### src/rtl/kgp_control_unit.sv
// Multi-cycle control FSM for the KGP core: sequences fetch, decode, execute,
// data-memory access, write-back and branch, with a bounded memory wait.
module kgp_control_unit #(
   parameter int MEM_WAIT_MAX = 15
) (
   input  logic       clk,
   input  logic       rst_n,
   input  logic [2:0] opCode,
   input  logic [3:0] functCode,
   input  logic       zero,
   input  logic       carry,
   input  logic       sign,
   input  logic       mem_ack,
   output logic       ir_we,
   output logic       pc_we,
   output logic       reg_we,
   output logic       flags_we,
   output logic       alu_src,
   output logic [1:0] pc_src,
   output logic [3:0] alu_op,
   output logic       wb_src,
   output logic       mem_req,
   output logic       mem_we,
   output logic [2:0] state,
   output logic       halted,
   output logic       err
);
   typedef enum logic [2:0] {
      FETCH  = 3'd0,
      DECODE = 3'd1,
      EXEC   = 3'd2,
      MEM    = 3'd3,
      WB     = 3'd4,
      BRANCH = 3'd5,
      HALT   = 3'd6,
      ERROR  = 3'd7
   } state_t;

   localparam logic [2:0] OP_ALU  = 3'b000;
   localparam logic [2:0] OP_ALUI = 3'b001;
   localparam logic [2:0] OP_MEM  = 3'b010;
   localparam logic [2:0] OP_BR   = 3'b011;
   localparam logic [2:0] OP_JR   = 3'b100;
   localparam logic [2:0] OP_HALT = 3'b111;

   localparam int                WAIT_W    = $clog2(MEM_WAIT_MAX + 1);
   localparam logic [WAIT_W-1:0] WAIT_LAST = WAIT_W'(MEM_WAIT_MAX - 1);

   state_t            cur, nxt;
   logic [WAIT_W-1:0] wait_cnt;
   logic              is_store, br_valid, br_taken;

   assign is_store = (functCode == 4'b0001);
   assign state    = cur;

   // NOTE: every always_comb output gets a default first so no latch is inferred.
   always_comb begin
      br_valid = 1'b1;
      br_taken = 1'b0;
      case (functCode)
         4'b0000: br_taken = 1'b1;
         4'b0001: br_taken = zero;
         4'b0010: br_taken = ~zero;
         4'b0011: br_taken = carry;
         4'b0100: br_taken = sign;
         default: br_valid = 1'b0;
      endcase
   end

   always_comb begin
      nxt = cur;
      case (cur)
         FETCH:  nxt = DECODE;
         DECODE: begin
            case (opCode)
               OP_ALU, OP_ALUI: nxt = EXEC;
               OP_MEM:          nxt = (functCode[3:1] == 3'b000) ? EXEC : ERROR;
               OP_BR, OP_JR:    nxt = BRANCH;
               OP_HALT:         nxt = HALT;
               default:         nxt = ERROR;
            endcase
         end
         EXEC:   nxt = (opCode == OP_MEM) ? MEM : WB;
         // An acknowledge in the final allowed wait cycle still completes the access.
         MEM: begin
            if (mem_ack)                    nxt = is_store ? FETCH : WB;
            else if (wait_cnt == WAIT_LAST) nxt = ERROR;
         end
         WB:     nxt = FETCH;
         BRANCH: nxt = (opCode == OP_BR && !br_valid) ? ERROR : FETCH;
         default: nxt = cur;
      endcase
   end

   // NOTE: sequential state uses non-blocking assignments only.
   always_ff @(posedge clk or negedge rst_n) begin
      if (!rst_n) begin
         cur      <= FETCH;
         wait_cnt <= '0;
      end else begin
         cur <= nxt;
         if (cur != MEM)    wait_cnt <= '0;
         else if (!mem_ack) wait_cnt <= wait_cnt + WAIT_W'(1);
      end
   end

   // Outputs decode the current state so the branch decision sees the flags of
   // the BRANCH cycle itself; rst_n gates them because reset parks us in FETCH.
   always_comb begin
      ir_we    = 1'b0;
      pc_we    = 1'b0;
      reg_we   = 1'b0;
      flags_we = 1'b0;
      alu_src  = 1'b0;
      pc_src   = 2'd0;
      alu_op   = 4'd0;
      wb_src   = 1'b0;
      mem_req  = 1'b0;
      mem_we   = 1'b0;
      halted   = 1'b0;
      err      = 1'b0;
      if (rst_n) begin
         case (cur)
            FETCH: begin
               ir_we = 1'b1;
               pc_we = 1'b1;
            end
            EXEC: begin
               alu_op   = (opCode == OP_MEM) ? 4'd0 : functCode;
               alu_src  = (opCode != OP_ALU);
               flags_we = (opCode != OP_MEM);
            end
            MEM: begin
               mem_req = 1'b1;
               mem_we  = is_store;
            end
            WB: begin
               reg_we = 1'b1;
               wb_src = (opCode == OP_MEM);
            end
            BRANCH: begin
               if (opCode == OP_JR) begin
                  pc_we  = 1'b1;
                  pc_src = 2'd2;
               end else if (opCode == OP_BR && br_valid && br_taken) begin
                  pc_we  = 1'b1;
                  pc_src = 2'd1;
               end
            end
            HALT:    halted = 1'b1;
            ERROR:   err    = 1'b1;
            default: ;
         endcase
      end
   end
endmodule

### config.mk
export PLATFORM = sky130hd
export DESIGN_NAME = kgp_control_unit
export DESIGN_NICKNAME = d
export VERILOG_FILES = /design/src/rtl/kgp_control_unit.sv
export SDC_FILE = /design/constraint.sdc
export NUM_CORES = 1
export LEC_CHECK = 0
export ABC_CLOCK_PERIOD_IN_PS = 3700
export BUFFER_PORTS_ARGS = -buffer_cell sky130_fd_sc_hd__buf_2
export CAP_MARGIN = 15
export CORE_AREA = 2 2 50 52
export DETAILED_ROUTE_END_ITERATION = 8
export DIE_AREA = 0 0 52 54
export HOLD_SLACK_MARGIN = 0.12
export PLACE_DENSITY = 0.58
export SYNTH_ARGS = -nofsm -noshare
export SYNTH_HDL_FRONTEND = slang
export SYNTH_SLANG_ARGS = --single-unit
### constraint.sdc
create_clock -name clk -period 3.7 [get_ports clk]
set_input_delay 0.74 -clock clk [delete_from_list [all_inputs] [get_ports clk]]
set_output_delay 0.74 -clock clk [all_outputs]
set_load 0.01 [all_outputs]
# Word-level counts from Yosys, hierarchy flattened
# Cells that the tools add are included.
# totals
reg_bits,7
latch_bits,0
ram_bits,0
rom_bits,0
in_bits,13
output_inout_bits,19
wordCells,80
mem_count,0
# op_classes
add_sub_neg,1
multipliers,0
div,0
magnitude_cmp,0
n_eq_ne,21
shifts,0
muxes,41
n_bitwise,1
reduce_logical,14
# op_table
operator,n
two-way mux 1 bit,23
two-way mux 4 bit,5
"equality test 3 bit, second input constant",6
two-way mux 3 bit,6
case mux 3 bit (6 select lines),1
"equality test 3 x 2 -> 1 bit, second input constant",4
case mux 3 bit (4 select lines),1
logical NOT 3 bit,3
"equality test 4 x 2 -> 1 bit, second input constant",2
"equality test 3 x 1 -> 1 bit, second input constant",2
two-way mux 2 bit,3
"!= test 3 x 2 -> 1 bit, second input constant",2
nonzero test 6 bit,1
case mux 1 bit (5 select lines),1
OR reduction 5 bit,1
"adder 4 x 1 -> 4 bit, second input constant",1
"equality test 4 x 1 -> 1 bit, second input constant",1
"equality test 4 x 3 -> 1 bit, second input constant",1
"equality test 4 bit, second input constant",1
logical NOT 4 bit,1
OR reduction 2 bit,2
logical AND 1 bit,3
"!= test 3 bit, second input constant",1
nonzero test 3 bit,1
5 further kinds,5

# Logic depth before layout (Yosys ltp)
# depth
ltp_word,9
ltp_mapped,6
mapped_depth_nobuf,6

# Worst setup path before layout
# No wires, ideal clock.
# synth_timing
path_type,input -> output
startpoint,input port opCode[1]
endpoint,output port alu_op[0]
arrival_ps,1539
required_ps,2960
slack_ps,1421
path_stages,3
path_buffers,0
cell_sequence,nor3b_1 nor3_1 and2_1
# synth_between
elab_chain_len,4
# synth_rtl
element,line_no,text
"start, declared",8,"input logic [2:0] opCode,"
equality test 3 x 2 -> 1 bit,129,alu_op = (opCode == OP_MEM) ? 4'd0 : functCode;
two-way mux 4 bit,129,
two-way mux 4 bit,123,case (cur)
two-way mux 4 bit,122,if (rst_n) begin
"end, declared",20,"output logic [3:0] alu_op,"
# Every way passes these cells.

# Worst setup path in the final report
# layout_timing
startpoint,input port opCode[1]
endpoint,output port alu_op[1]
# The elaborated chain is that of the path after synthesis.

==> flow_metrics.py <==
metrics = {
    "detailed_routing": {
        "num_vias": 809,
        "drt_first_pass_iters": 4,
        "ant_nets": 0,
        "remaining_drc_errors": 0,
        "drtIter0Drc": 6,
        "wl_per_cell_um": 11.3,
        "viasPerCell": 5.09,
        "wirelength_um": 1790,
    },
    "layout": {
        "fin_area_um2": 940,
        "antenna_cells": 0,
        "post-route-util_pct": 40.5,
        "drive_above_1_share_pct": 28.7,
        "fin_nets": 146,
        "area.growth.synth_to_final_pct": 26.2,
    },
    "synth": {
        "synthDominantCellAreaShare_pct": 23.5,
        "synth_ff_type": "dfrtp_1",
        "ys.warnings.count": 0,
        "syn_inst": 98,
        "syn_nets": 114,
        "synth-adder-area-share_pct": 5.04,
        "synth_compound_area_share_pct": 19.7,
        "syn_area_per_cell_um2": 7.60,
        "synth_cell_type_count": 32,
        "synthXorXnorAreaFrac_pct": 3.53,
        "synth_top_family_by_area": "simple AND/OR/NAND/NOR gates",
        "synthTopCellsByArea": "dfrtp_1 24%, nor2_1 6.6%, nor3_1 6.1%",
        "synthSimpleGateAreaFrac_pct": 42.5,
        "synth_edf_count": 0,
        "syn_area_um2": 744,
        "yosysTopAreaCell": "dfrtp_1",
        "ys_async_sr_fraction_pct": 100,
        "synth.ff_latch_count": 7,
        "synthMuxAreaShare_pct": 0,
        "ys_seq_area_share_pct": 23.5,
    },
    "placed_design": {
        "place_area_um2": 913,
        "io_buffers": 31,
        "gp_congestion": 0.768,
        "post-dp-hpwl_um": 1420,
    },
    "critical_path": {
        "crit_path_cell_trace": "buf_2, nor3b_1, nor3_1, and2_1, buf_2",
        "worstPathArrival_ns": 1.82,
        "critPathBufInv": 2,
        "cp-end-kind": "output pin",
        "crit_fanout": 8,
        "cp_top_family": "simple AND/OR/NAND/NOR gates",
        "cp.required_ns": 2.96,
        "cp_slowest_stage_delay_ns": 0.44,
        "startpoint_type": "input port",
        "cp_common_cell": "buf_2",
        "cpMaxStageDelayCell": "nor3b_1",
        "crit_type": "in -> out",
    },
    "clock_network": {
        "h-tree-depth": 1,
        "post_cts.repair.setup_buffers": 0,
        "cts_buffers": 3,
        "clkTransAtPathRegs_ns": 0.05,
        "cts_tree": "yes",
        "clkLatencyLatePin_ns": 0.26,
        "cts_resized": 0,
        "clock_sinks": 7,
        "root_buffer": "clkbuf_4",
        "clock_path_buffers": 2,
        "cts_hold_buf": 0,
    },
    "die": {
        "dieWidth_um": 52,
        "rows": 18,
        "die_area_um2": 2810,
        "die_h_um": 54,
        "pin_count": 32,
        "initial_utilization_pct": 32.1,
        "core_area_um2": 2320,
    },
    "sta": {
        "max_freq_ghz": 0.391,
        "worst_pin_slew_ns": 0.473,
        "finalCriticalPeriod_ns": 2.56,
        "hold_violations": 0,
        "rsz0062_at_grt": "no",
        "fin_hold_ws_ns": 0.325,
        "slew_violations": 0,
        "fin_tns_setup_ns": 0,
        "slew_headroom_pct": 68.4,
        "setup_viol": 0,
        "fin_crit_sh_pct": 69.1,
        "skew_ns": 0.00157,
    },
    "global_routing": {
        "grt_pass1_wl_um": 2890,
        "grt_pass1_vias": 632,
        "gr-usage-all-layers_pct": 14.0,
        "overflow": 0,
        "grt_antenna_before_repair": 0,
        "grt_start_max_net_pins": 14,
    },
    "run_status": {
        "status": "completed",
    },
    "pwr": {
        "p_per_area_nw_per_um2": 440,
        "p_total_uw": 413,
        "ir_drop_mv": 0.236,
        "leakage_uw": 0.000430,
    },
    "worst_hold_path": {
        "holdCritPathClass": "in -> async",
    },
    "run": {
        "cap_viol_max_count": 0,
    },
}
==> path summary, 6_finish.rpt <==
| check | slack [ns] | to | depth (start not counted) | from |
|---|---|---|---|---|
| hold / removal | 0.32 | state[1] | 1 | rst_n |
| hold reg to reg | 0.56 | wait_cnt[3] | 2 | wait_cnt[3] |
| min in group clk | 0.56 | wait_cnt[3] | 2 | wait_cnt[3] |
| max in group asynchronous | 3.20 | wait_cnt[0] | 1 | rst_n |
| setup / recovery | 1.14 | alu_op[1] | 5 | opCode[1] |
| setup reg to reg | 2.14 | state[0] | 4 | state[2] |
==> cells in the final DEF, fill, tap and decap left out <==
| master | n |
|---|---|
| nand4b_1 | 2 |
| nor3_1 | 9 |
| a2111oi_4 | 1 |
| nand3_1 | 2 |
| dfrtp_1 | 7 |
| or4b_4 | 1 |
| clkbuf_4 | 3 |
| a211oi_1 | 2 |
| a21o_1 | 1 |
| nor2b_1 | 2 |
| nand2_1 | 5 |
| o21ai_0 | 4 |
| nor4_1 | 2 |
| a21oi_1 | 4 |
| a21oi_2 | 1 |
| nand3b_1 | 3 |
| a22oi_1 | 1 |
| clkbuf_1 | 1 |
| inv_1 | 5 |
| and2_1 | 6 |
| ha_1 | 3 |
| xor2_1 | 2 |
| xnor2_1 | 1 |
| o21ai_1 | 3 |
| nor4b_1 | 2 |
| buf_2 | 31 |
| nor3b_1 | 3 |
| o211ai_1 | 1 |
| o221ai_1 | 1 |
| nor2_1 | 13 |
| a31o_1 | 1 |
| nand2b_1 | 6 |
==> registers in the layout, summed over array words and instances, names as in the netlist <==
signal / count
wait_cnt: 4
state: 3
==> cell type report <==
cell class,count,area (um2)
Inverter,5,18.8
Tap cell,30,37.5
Multi-Input combinational cell,82,527
Sequential cell,7,175
Fill cell,250,1380
Timing Repair Buffer,31,155
Clock buffer,4,26.3
==> per-layer routing <==
metal | track usage (%) | vias up | share of wire (%)
met5 | 0 | - | 0
met3 | 5.00 | 2 | 6.5
met1 | 19.8 | 368 | 49
li1 | - | 418 | -
met2 | 20.5 | 21 | 44
met4 | 2.63 | 0 | 0.61
==> synthesized netlist by cell type (2+ instances only) <==
library cell	number
and2_1	6
nor3b_1	3
dfrtp_1	7
nand2_1	5
a21oi_1	4
nand3_1	2
o21ai_0	4
nand4b_1	2
nor3_1	9
nand3b_1	3
o21ai_1	3
nor4b_1	2
inv_1	5
nand2b_1	6
ha_1	3
nor2b_1	2
clkbuf_1	2
nor2_1	13
a211oi_1	2
xor2_1	2
nor4_1	2
==> power by group <==
| group | total (uW) | internal, uW | switching (uW) | leakage [uW] |
|---|---|---|---|---|
| Sequential | 131 | 92.7 | 38.7 | 0.0000929 |
| Clock | 70.2 | 41.2 | 29.0 | 0.0000150 |
| Combinational | 212 | 91.0 | 121 | 0.000322 |
==> per-stage QoR <==
step	std cells	setup slack [ns]
2_1_floorplan	98	1.42
3_3_place_gp	155	1.19
3_5_place_dp	155	1.11
4_1_cts	159	1.11
5_1_grt	159	0.974
6_report	159	1.14
==> cell families after synthesis <==
group | count (synthesis)
buffers and inverters | 9
xor gates and xnor gates | 3
adders and majority gates | 3
AOI/OAI and AO/OA | 20
and+or+nand+nor | 56
DFF | 7
Note: power is estimated with default switching activity, not from simulation.
